`config.mk`:
```
export PLATFORM = sky130hd
export DESIGN_NAME = stopwatch_bcd
export DESIGN_NICKNAME = d
export VERILOG_FILES = /design/src/rtl/stopwatch_bcd.sv
export SDC_FILE = /design/constraint.sdc
export NUM_CORES = 1
export LEC_CHECK = 0
export CAP_MARGIN = 10
export CORE_MARGIN = 8
export CORE_UTILIZATION = 45
export DETAILED_ROUTE_END_ITERATION = 8
export DONT_BUFFER_PORTS = 1
export PLACE_DENSITY = 0.58
export SLEW_MARGIN = 20
export SYNTH_ARGS = -nofsm -noshare
export SYNTH_HDL_FRONTEND = slang
export SYNTH_SLANG_ARGS = --single-unit
```
`constraint.sdc`:
```
create_clock -name clk -period 3.51 [get_ports clk]
set_input_delay 0.702 -clock clk [delete_from_list [all_inputs] [get_ports clk]]
set_output_delay 0.702 -clock clk [all_outputs]
set_load 0.005 [all_outputs]
```
`src/rtl/stopwatch_bcd.sv`:
```
`default_nettype none
// ============================================================================
// Module   : stopwatch_bcd
// Brief    : Four-digit BCD stopwatch (SSS.t) with debounced start/stop and
//            clear buttons, IDLE/RUN/PAUSE control and sticky overflow.
// Revision : 1.0 - initial release
// ============================================================================
module stopwatch_bcd #(
  parameter int TICK_DIV  = 5000000,
  parameter int DB_CYCLES = 1000000
) (
  input  logic       clk,
  input  logic       reset,
  input  logic       btn_go,
  input  logic       btn_clr,
  output logic [3:0] d3,
  output logic [3:0] d2,
  output logic [3:0] d1,
  output logic [3:0] d0,
  output logic [3:0] dp_n,
  output logic       running,
  output logic       ovf
);

  localparam int PW = $clog2(TICK_DIV);
  localparam int DW = (DB_CYCLES > 1) ? $clog2(DB_CYCLES) : 1;
  localparam logic [PW-1:0] C_PRESC_MAX = PW'(TICK_DIV - 1);
  localparam logic [DW-1:0] C_DB_MAX    = DW'(DB_CYCLES - 1);
  localparam logic [3:0]    C_DP_N      = 4'b1101;

  typedef enum logic [1:0] {
    S_IDLE  = 2'd0,
    S_RUN   = 2'd1,
    S_PAUSE = 2'd2
  } state_t;

  logic [1:0] btn_raw;
  logic [1:0] press_p;
  logic       go_p;
  logic       clr_p;

  assign btn_raw = {btn_clr, btn_go};

  // One conditioner per button: bit 0 = go, bit 1 = clear.
  for (genvar b = 0; b < 2; b++) begin : g_btn
    logic          s1_q, s1_d, s2_q, s2_d;
    logic          db_q, db_d, prev_q, prev_d;
    logic          pulse_q, pulse_d;
    logic [DW-1:0] cnt_q, cnt_d;

    // Synchronize, require DB_CYCLES of consistent disagreement, then flag a rising level.
    always_comb begin
      s1_d    = btn_raw[b];
      s2_d    = s1_q;
      db_d    = db_q;
      cnt_d   = '0;
      prev_d  = db_q;
      pulse_d = db_q & ~prev_q;
      if (s2_q != db_q) begin
        if (cnt_q == C_DB_MAX) begin
          db_d = s2_q;
        end else begin
          cnt_d = cnt_q + DW'(1);
        end
      end
    end

    // Conditioner state; reset restarts debouncing from a released level.
    always_ff @(posedge clk or posedge reset) begin
      if (reset) begin
        s1_q    <= 1'b0;
        s2_q    <= 1'b0;
        db_q    <= 1'b0;
        prev_q  <= 1'b0;
        pulse_q <= 1'b0;
        cnt_q   <= '0;
      end else begin
        s1_q    <= s1_d;
        s2_q    <= s2_d;
        db_q    <= db_d;
        prev_q  <= prev_d;
        pulse_q <= pulse_d;
        cnt_q   <= cnt_d;
      end
    end

    assign press_p[b] = pulse_q;
  end

  assign go_p  = press_p[0];
  assign clr_p = press_p[1];

  state_t          state_q, state_d;
  logic [PW-1:0]   presc_q, presc_d;
  logic [3:0][3:0] dig_q, dig_d, dig_inc;
  logic            ovf_q, ovf_d;
  logic            running_q, running_d;
  logic            tick;
  logic            all9;

  assign tick = (state_q == S_RUN) && (presc_q == C_PRESC_MAX);
  assign all9 = (dig_q == 16'h9999);

  // Ripple a +1 through the four decimal digits, lowest digit first.
  always_comb begin
    logic carry;
    carry   = 1'b1;
    dig_inc = dig_q;
    for (int i = 0; i < 4; i++) begin
      if (carry) begin
        if (dig_q[i] == 4'd9) begin
          dig_inc[i] = 4'd0;
        end else begin
          dig_inc[i] = dig_q[i] + 4'd1;
          carry      = 1'b0;
        end
      end
    end
  end

  // Control FSM plus prescaler, digit and overflow updates; clear overrides everything.
  always_comb begin
    state_d = state_q;
    presc_d = presc_q;
    dig_d   = dig_q;
    ovf_d   = ovf_q;
    if (clr_p) begin
      state_d = S_IDLE;
      presc_d = '0;
      dig_d   = '0;
      ovf_d   = 1'b0;
    end else begin
      case (state_q)
        S_IDLE: begin
          if (go_p) begin
            state_d = S_RUN;
            presc_d = '0;
          end
        end
        S_RUN: begin
          if (tick) begin
            presc_d = '0;
            if (all9) begin
              ovf_d   = 1'b1;
              state_d = S_PAUSE;
            end else begin
              dig_d = dig_inc;
              if (go_p) state_d = S_PAUSE;
            end
          end else begin
            presc_d = presc_q + PW'(1);
            if (go_p) state_d = S_PAUSE;
          end
        end
        S_PAUSE: begin
          if (go_p && !ovf_q) state_d = S_RUN;
        end
        default: state_d = S_IDLE;
      endcase
    end
    running_d = (state_d == S_RUN);
  end

  // Control and datapath registers.
  always_ff @(posedge clk or posedge reset) begin
    if (reset) begin
      state_q   <= S_IDLE;
      presc_q   <= '0;
      dig_q     <= '0;
      ovf_q     <= 1'b0;
      running_q <= 1'b0;
    end else begin
      state_q   <= state_d;
      presc_q   <= presc_d;
      dig_q     <= dig_d;
      ovf_q     <= ovf_d;
      running_q <= running_d;
    end
  end

  assign d3      = dig_q[3];
  assign d2      = dig_q[2];
  assign d1      = dig_q[1];
  assign d0      = dig_q[0];
  assign dp_n    = C_DP_N;
  assign running = running_q;
  assign ovf     = ovf_q;

endmodule
`default_nettype wire

```
-- Word-level counts from Yosys, hierarchy flattened
Index checks and enable logic that the tools add are counted.
- add/sub/neg operators: 7
- equality and inequality tests: 15
- muxes and demuxes: 35
- bitwise gates (word level): 4
- reductions and logical operators: 19
- operators by type and width (cell ; number):
    $mux 20 ; 4
    $mux 23 ; 3
    $mux 16 ; 4
    $pmux 23 s2 ; 1
    $add 20x1->20 const B ; 2
    $eq 20x20->1 const B ; 2
    $mux 4 ; 7
    $add 23x1->23 const B ; 1
    $eq 23x23->1 const B ; 1
    $add 4x1->4 const B ; 4
    $eq 16x16->1 const B ; 1
    $eq 4x4->1 const B ; 4
    $mux 2 ; 6
    $reduce_and 4->1 ; 3
    $reduce_bool 2->1 ; 6
    $mux 1 ; 9
    $pmux 2 s3 ; 1
    $reduce_and 2->1 ; 3
    $reduce_and 3->1 ; 2
    $eq 2x1->1 const B ; 2
    $ne 3x3->1 const B ; 1
    $reduce_bool 3->1 ; 1
    $and 1x1->1 ; 2
    $eq 2x2->1 const B ; 1
    other kinds (6) ; 9
- register bits after elaboration: 93
- bits of input ports: 4
- output and inout port bits: 22
- logic and storage cells: 100

-- Logic depth before layout (Yosys ltp)
Gate-level depths: netlist of the first run.
- depth in word-level cells: 9
- mapped depth: 9

-- Worst setup path before layout of the first run
Ideal clock, no wire load.
- path kind: register to register
- start point: reg presc_q[0]
- end point: reg dig_q, in the netlist d2[2]
- library setup time: 78 ps
- arrival time: 2141 ps
- setup slack: 1291 ps
- stages on the path, launching flop included: 8
- path buffers: 1
- cells stage by stage: dfrtp_1 ha_1 nand2_1 or4_4 or2_1 clkbuf_2 or4_1 a21oi_1
- cells in the longest elaborated chain, start to end: 4
- RTL lines (what ; RTL line ; source):
    start, declared ; 94 ; logic [PW-1:0] presc_q, presc_d;
    start signal, assigned ; 174 ; presc_q <= presc_d;
    $eq 23x23->1 ; 101 ; assign tick = (state_q == S_RUN) && (presc_q == C_PRESC_MAX);
    $logic_and 1x1->1 ; 101 ;
    $reduce_bool 2->1 (no source line) ; -- ;
    $reduce_and 4->1 (no source line) ; -- ;
    end signal, assigned ; 175 ; dig_q <= dig_d;
    end, declared ; 95 ; logic [3:0][3:0] dig_q, dig_d, dig_inc;
Every way passes these cells.
A chain may end at the register's enable or synchronous reset.

-- Worst setup path in the final report of the first run
- start point: reg presc_q[1]
- end point: reg dig_q, in the netlist d3[3]
Same word-level chain as after synthesis.

==> metrics.csv, run 1 <==
stage,metric,value,unit
global_route,GRT Util Overall,13.8,%
timing,worst slew pin tran,951,ps
timing,final setup TNS,0,ps
drt,Remaining DRCs,0,
global_route,vias in the first global route,3359,
hold_path,Hold WC Path Type,reg2reg,
synthesis,synth cell count leaders,"93 x dfrtp_1, 88 x nor2_1, 35 x xnor2_1",
synthesis,Post-Syn Area per Cell,9.71,sq um
clock_tree,post-CTS sizing,0,
power,Leak,0.00211,uW
synthesis,"Async S/R FF share, synth",100,%
synthesis,leading area contributor after synthesis,dfrtp_1,
timing,Max Clk Rate,415,MHz
global_route,GRT Residual Overflow,0,
setup_path,arrival time worst endpoint,2660,ps
synthesis,"Top FF cell, synth",dfrtp_1,
synthesis,Post-synth EDFFs,0,
clock_tree,CTS max path bufs,2,
timing,Setup Skew,7.14,ps
power,worst vdd ir,293,uV
placed_design,gpl congestion,0.775,
drt,initial detailed-routing violation count,245,
floorplan,die height,117,um
setup_path,Setup CP Type,reg2reg,
timing,final setup fails,0,
clock_tree,clk_lat worst skew,360,ps
floorplan,Die ar.,13800,sq um
synthesis,top-count cell post-synth,dfrtp_1,
setup_path,crit path capture type,register,
synthesis,cell count after synthesis,477,
synthesis,Post-Synth Simple-Gate Area,25.5,%
clock_tree,Max H-tree Level,3,
timing,final slew viol count,0,
global_route,first-pass GRT wire length,15900,um
run_status,run status,completed,
setup_path,"Req. time, crit path",3760,ps
synthesis,adder-cell share of the synthesized area,2.97,%
floorplan,num rows,37,
timing,Final Hold Viols,0,
global_route,initial antenna violation count,0,
cells_and_area,ant diodes,0,
clock_tree,CTS tree,done,
drt,TritonRoute pass-1 iters,4,
synthesis,synth warn,0,
synthesis,largest family of logic cells by synthesized area,simple AND/OR/NAND/NOR gates,
timing,RSZ-0062 raised after global routing,false,
drt,drt total wl,8960,um
cells_and_area,"Core Util, Final",48.7,%
global_route,largest net degree at the start of global routing,68,
flow_run,total of max-cap violations,0,
synthesis,post-synth cell types,50,
clock_tree,setup repair bufs after CTS,0,
cells_and_area,area delta synth->final,6.54,%
timing,Period minus WS final,2410,ps
synthesis,area share of the largest cell type after synthesis,50.3,%
clock_tree,hold_buf cts,0,
setup_path,crit path launch type,register,
drt,via count,3273,
floorplan,Starting Density,45.7,%
timing,slew margin rel.,36.5,%
timing,Tcrit/Tclk final,68.7,%
floorplan,CORE AREA,10100,sq um
setup_path,Worst Setup SP,presc_q[1],
placed_design,DP HPWL,6180,um
synthesis,multiplexer area fraction after synthesis,1.41,%
placed_design,Port Buffers,0,
drt,Routed wire per std cell,14.5,um
cells_and_area,# nets final,492,
drt,vias per inst,5.30,
clock_tree,Num Clock Sinks,93,
floorplan,Die Width,117,um
setup_path,reg-to-reg startpoint,presc_q[1],
cells_and_area,layout cell share with drive strength beyond 1,5.81,%
clock_tree,total CTS buffers,9,
synthesis,post-synthesis sequential area ratio,50.3,%
power,pwr/cell area,360,nW/um^2
setup_path,Max Fanout on Critical Path,10,
synthesis,Compound-Gate Fraction of Synth Area,5.35,%
synthesis,Synth Area in XOR/XNOR,11.5,%
floorplan,io pins,26,
drt,ANT nets after route,0,
synthesis,synthesized cell area,4630,sq um
clock_tree,root buffer cell,clkbuf_8,
hold_path,hold path startpoint,g_btn[1].s1_q,
clock_tree,clk slew on worst S/H paths,90,ps
synthesis,"flops & latches, synth",93,
synthesis,synth top area cells,"dfrtp_1 50%, nor2_1 7.1%, xnor2_1 6.6%",
[cells in the final DEF (no fill, tap or decap), types with 5 or more instances in the layout]
cell type  Yosys  layout
nand3_1       28      28
inv_1         14      13
nand4_1       14      14
clkbuf_8       0      10
dfrtp_1       93      93
nor4_1        14      14
and3_1         5       5
nor3_1        18      18
xor2_1        26      26
a21oi_1        7       7
and4_1         7       7
nor2_1        88      88
xnor2_1       35      35
o21ai_0        5       5
ha_1          11      11
nand2_1       34      34
[final cells by class]
cell class | instances | area [sq um]
inverters | 14 | 55.1
fillers | 974 | 5200
clock inverters | 5 | 36.3
well taps | 136 | 170
clock buffers | 11 | 141
flip-flops and latches | 93 | 2330
repair buffers | 3 | 22.5
multi-input cells | 356 | 2180
[cells by family after synthesis]
group / after synthesis
simple gates: 238
mux: 6
flops: 93
compound gates: 36
other cells: 2
xor+xnor: 61
fa+ha+maj: 11
buf+inv: 30
[metal layers]
| metal | track usage (%) | wire [um] | vias up |
|---|---|---|---|
| li1 | - | - | 1633 |
| met1 | 17.1 | 4330 | 1584 |
| met2 | 22.3 | 4180 | 47 |
| met3 | 3.84 | 345 | 9 |
| met4 | 5.35 | 107 | 0 |
| met5 | 0 | 0 | - |
[power by group]
group	switching (uW)	internal [uW]	total [uW]
Sequential	6.01	1080	1080
Clock	376	277	653
Combinational	32.3	8.38	40.7
[per-stage QoR]
| step | power, uW | hold slack (ps) | setup slack (ps) | cells | cell area [sq um] |
|---|---|---|---|---|---|
| finish | 1780 | 353 | 1100 | 618 | 4930 |
| global route | 1850 | 334 | 964 | 618 | 4930 |
| CTS | 1820 | 337 | 1130 | 618 | 4930 |
| detailed placement | 1150 | 335 | 1150 | 602 | 4760 |
| global placement | 1150 | 344 | 1220 | 602 | 4760 |
| floorplan | 1140 | 331 | 388 | 479 | 4640 |
[worst max-delay path: stages (launching register included)]
cell and delay, ps:
dfrtp_1 390, ha_1 240, nand2_1 110, or4_4 540, nor2_1 490, a31oi_1 200
a211o_1 330
[path summary, 6_finish.rpt]
kind	endpoint	slack (ps)	depth (start not counted)
max	d3[3]	1100	6
min	g_btn[1].s2_q	350	0
max reg2reg	d3[3]	1100	6
min reg2reg	g_btn[1].s2_q	350	0
max in group asynchronous	state_q[0]	2430	2
min in group asynchronous	g_btn[1].cnt_q[17]	360	1
[flip-flops by register name, summed over array words and instances, names as in the netlist, 4 cells and up]
signal / cells
g_btn.cnt_q: 40
presc_q: 23
d0: 4
d1: 4
d2: 4
d3: 4
(Power assumes the default switching activity.)
==> inputs of run 2 (changes only) <==
Settings changed: PLACE_DENSITY 0.58 to 0.6.
Clock period 3.51 ns to 2.07 ns, I/O delays scaled along.
==> run 2 against run 1 <==
Cell count grew 6.0%; clock-buffer cell count shrank 1; clock skew grew 6.4 ps; sequential power grew 70%; final area grew 8.2%; sequential cell count is the same.
==> metrics.csv, run 2 (synthesis results as in run 1) <==
stage,metric,value,unit
placed_design,dpl cells,638,
drt,drt total wl,9430,um
setup_path,crit path capture type,register,
drt,Remaining DRCs,0,
global_route,vias in the first global route,3552,
timing,Period minus WS final,2050,ps
power,Flop pwr share,57.0,%
cells_and_area,Filler Cell Count,938,
floorplan,Die Width,117,um
timing,Setup Skew,13.5,ps
drt,via count,3434,
setup_path,"Req. time, crit path",2310,ps
cells_and_area,area delta synth->final,15.3,%
cells_and_area,register area,2330,sq um
global_route,largest net degree at the start of global routing,94,
drt,ANT nets after route,0,
cells_and_area,Post-Layout Cell Count,655,
clock_tree,CTS max path bufs,2,
drt,Routed wire per std cell,14.4,um
timing,final slew viol count,0,
clock_tree,clk_lat worst skew,360,ps
clock_tree,total CTS buffers,9,
cells_and_area,area of the multi-input gates,2240,sq um
cells_and_area,Top Registers,"g_btn.cnt_q: 40 flops, presc_q: 23 flops",
clock_tree,clk slew on worst S/H paths,90,ps
placed_design,dpl ws,-23.6,ps
placed_design,gpl congestion,0.793,
cells_and_area,ant diodes,0,
floorplan,die height,117,um
timing,RSZ-0062 raised after global routing,true,
drt,vias per inst,5.24,
drt,TritonRoute pass-1 iters,4,
cells_and_area,most frequent cells in the layout,"92 x dfrtp_1, 88 x nor2_1, 38 x buf_4",
hold_path,Hold WC Path Type,in2async,
cells_and_area,Biggest register,g_btn.cnt_q,
floorplan,CORE AREA,10100,sq um
power,clock share of power,40.8,%
clock_tree,Max H-tree Level,3,
floorplan,Starting Density,45.7,%
setup_path,Max Fanout on Critical Path,5,
clock_tree,root buffer cell,clkbuf_8,
clock_tree,Num Clock Sinks,93,
placed_design,DP HPWL,6540,um
cells_and_area,# nets final,529,
cells_and_area,"most common cell after layout, fill and taps aside",dfrtp_1,
power,Pint,2520,uW
power,Leak,0.00233,uW
timing,Final WS setup,23.3,ps
timing,final setup fails,0,
floorplan,io pins,26,
setup_path,Setup CP Type,reg2reg,
power,Comb power frac,2.2,%
timing,Final Hold Viols,0,
power,switching share of power,21.8,%
global_route,GRT Residual Overflow,0,
floorplan,num rows,37,
floorplan,Die ar.,13800,sq um
drt,initial detailed-routing violation count,206,
setup_path,crit path launch type,register,
run_status,run status,completed,
timing,slew margin rel.,55.2,%
cells_and_area,layout cell share with drive strength beyond 1,14.5,%
power,pwr/cell area,604,nW/um^2
power,Net Switching,702,uW
timing,Max Clk Rate,489,MHz
timing,worst slew pin tran,672,ps
setup_path,arrival time worst endpoint,2290,ps
global_route,first-pass GRT wire length,16700,um
cells_and_area,max reg flops,40,
flow_run,total of max-cap violations,0,
global_route,GRT Util Overall,14.3,%
power,worst vdd ir,405,uV
timing,Tcrit/Tclk final,98.9,%
clock_tree,CTS tree,done,
placed_design,Port Buffers,0,
global_route,initial antenna violation count,0,
## run 2: cell types whose count changed in the layout (fill, tap and decap cells not counted), moves of 2 or more
cell | previous run | this run
buf_4 | 3 | 38
buf_12 | 0 | 2
bufinv_16 | 0 | 2
nor4_1 | 14 | 12
nor4_2 | 0 | 2
nor4b_1 | 4 | 2
## run 2: cell type report
type	count	area share [%]
tap	136	3.19
sequential	93	43.6
timing repair buffer	40	6.09
clock buffer	10	2.39
multi-input combinational	356	42.0
clock inverter	6	1.64
inverter	14	1.05
## run 2: through the flow
stage	TNS, ps	hold WS, ps	utilization (%)	total power, uW	area, sq um
4_1_cts	0	67.9	52.4	3280	5310
3_5_place_dp	-23.6	340	50.0	1950	5070
5_1_grt	-15.5	64.5	52.7	3360	5340
3_3_place_gp	0	340	50.0	1950	5070
2_1_floorplan	0	331	-	1930	4660
6_report	0	62.5	52.7	3220	5340
## run 2: worst max-delay path, stage by stage (launching register included)
cell and delay [ps]:
dfrtp_1 420, buf_4 170, o21ba_2 200, o2111ai_1 560, buf_4 250, nor3_1 60, xnor2_1 200, nor2_1 60
## run 2: layer usage
layer | vias to the layer above | share of wire, % | track usage (%)
met5 | - | 0 | 0
met3 | 8 | 3.2 | 2.97
met2 | 45 | 50 | 24.4
met4 | 0 | 0.89 | 4.87
met1 | 1675 | 46 | 17.5
li1 | 1706 | - | -
## run 2: worst paths after layout
path                          startpoint  depth (start not counted)  slack, ps            endpoint
setup / recovery              state_q[0]                          7         20         presc_q[15]
setup reg to reg              state_q[0]                          7         20         presc_q[15]
max in group asynchronous          reset                          2       1620               d3[1]
hold reg to reg            g_btn[0].s1_q                          0        360       g_btn[0].s2_q
min in group clk                  btn_go                          0         90       g_btn[0].s1_q
hold / removal                     reset                          2         60  g_btn[1].cnt_q[11]
## run 2: power by group through the flow
| stage | registers (uW) | logic, uW | clock network, uW |
|---|---|---|---|
| 2_1_floorplan | 1870 | 61.2 | 0 |
| 3_3_place_gp | 1870 | 74.1 | 0 |
| 3_5_place_dp | 1870 | 75.3 | 0 |
| 4_1_cts | 1840 | 75.2 | 1370 |
| 5_1_grt | 1840 | 87.5 | 1430 |
| 6_report | 1840 | 71.2 | 1310 |
## run 2: what timing repair did
item | in CTS | in global routing
setup endpoints to repair | 3 | 4
hold buffers | 0 | 0
pin swaps | 0 | 1
resized for setup | 2 | 7
setup buffers | 1 | 0
==> inputs of run 3 (changes only) <==
Settings changed: ABC_CLOCK_PERIOD_IN_PS from default to 2070.
==> results of run 3 <==
The final DEF is identical to that of run 2; final timing and power are the same.
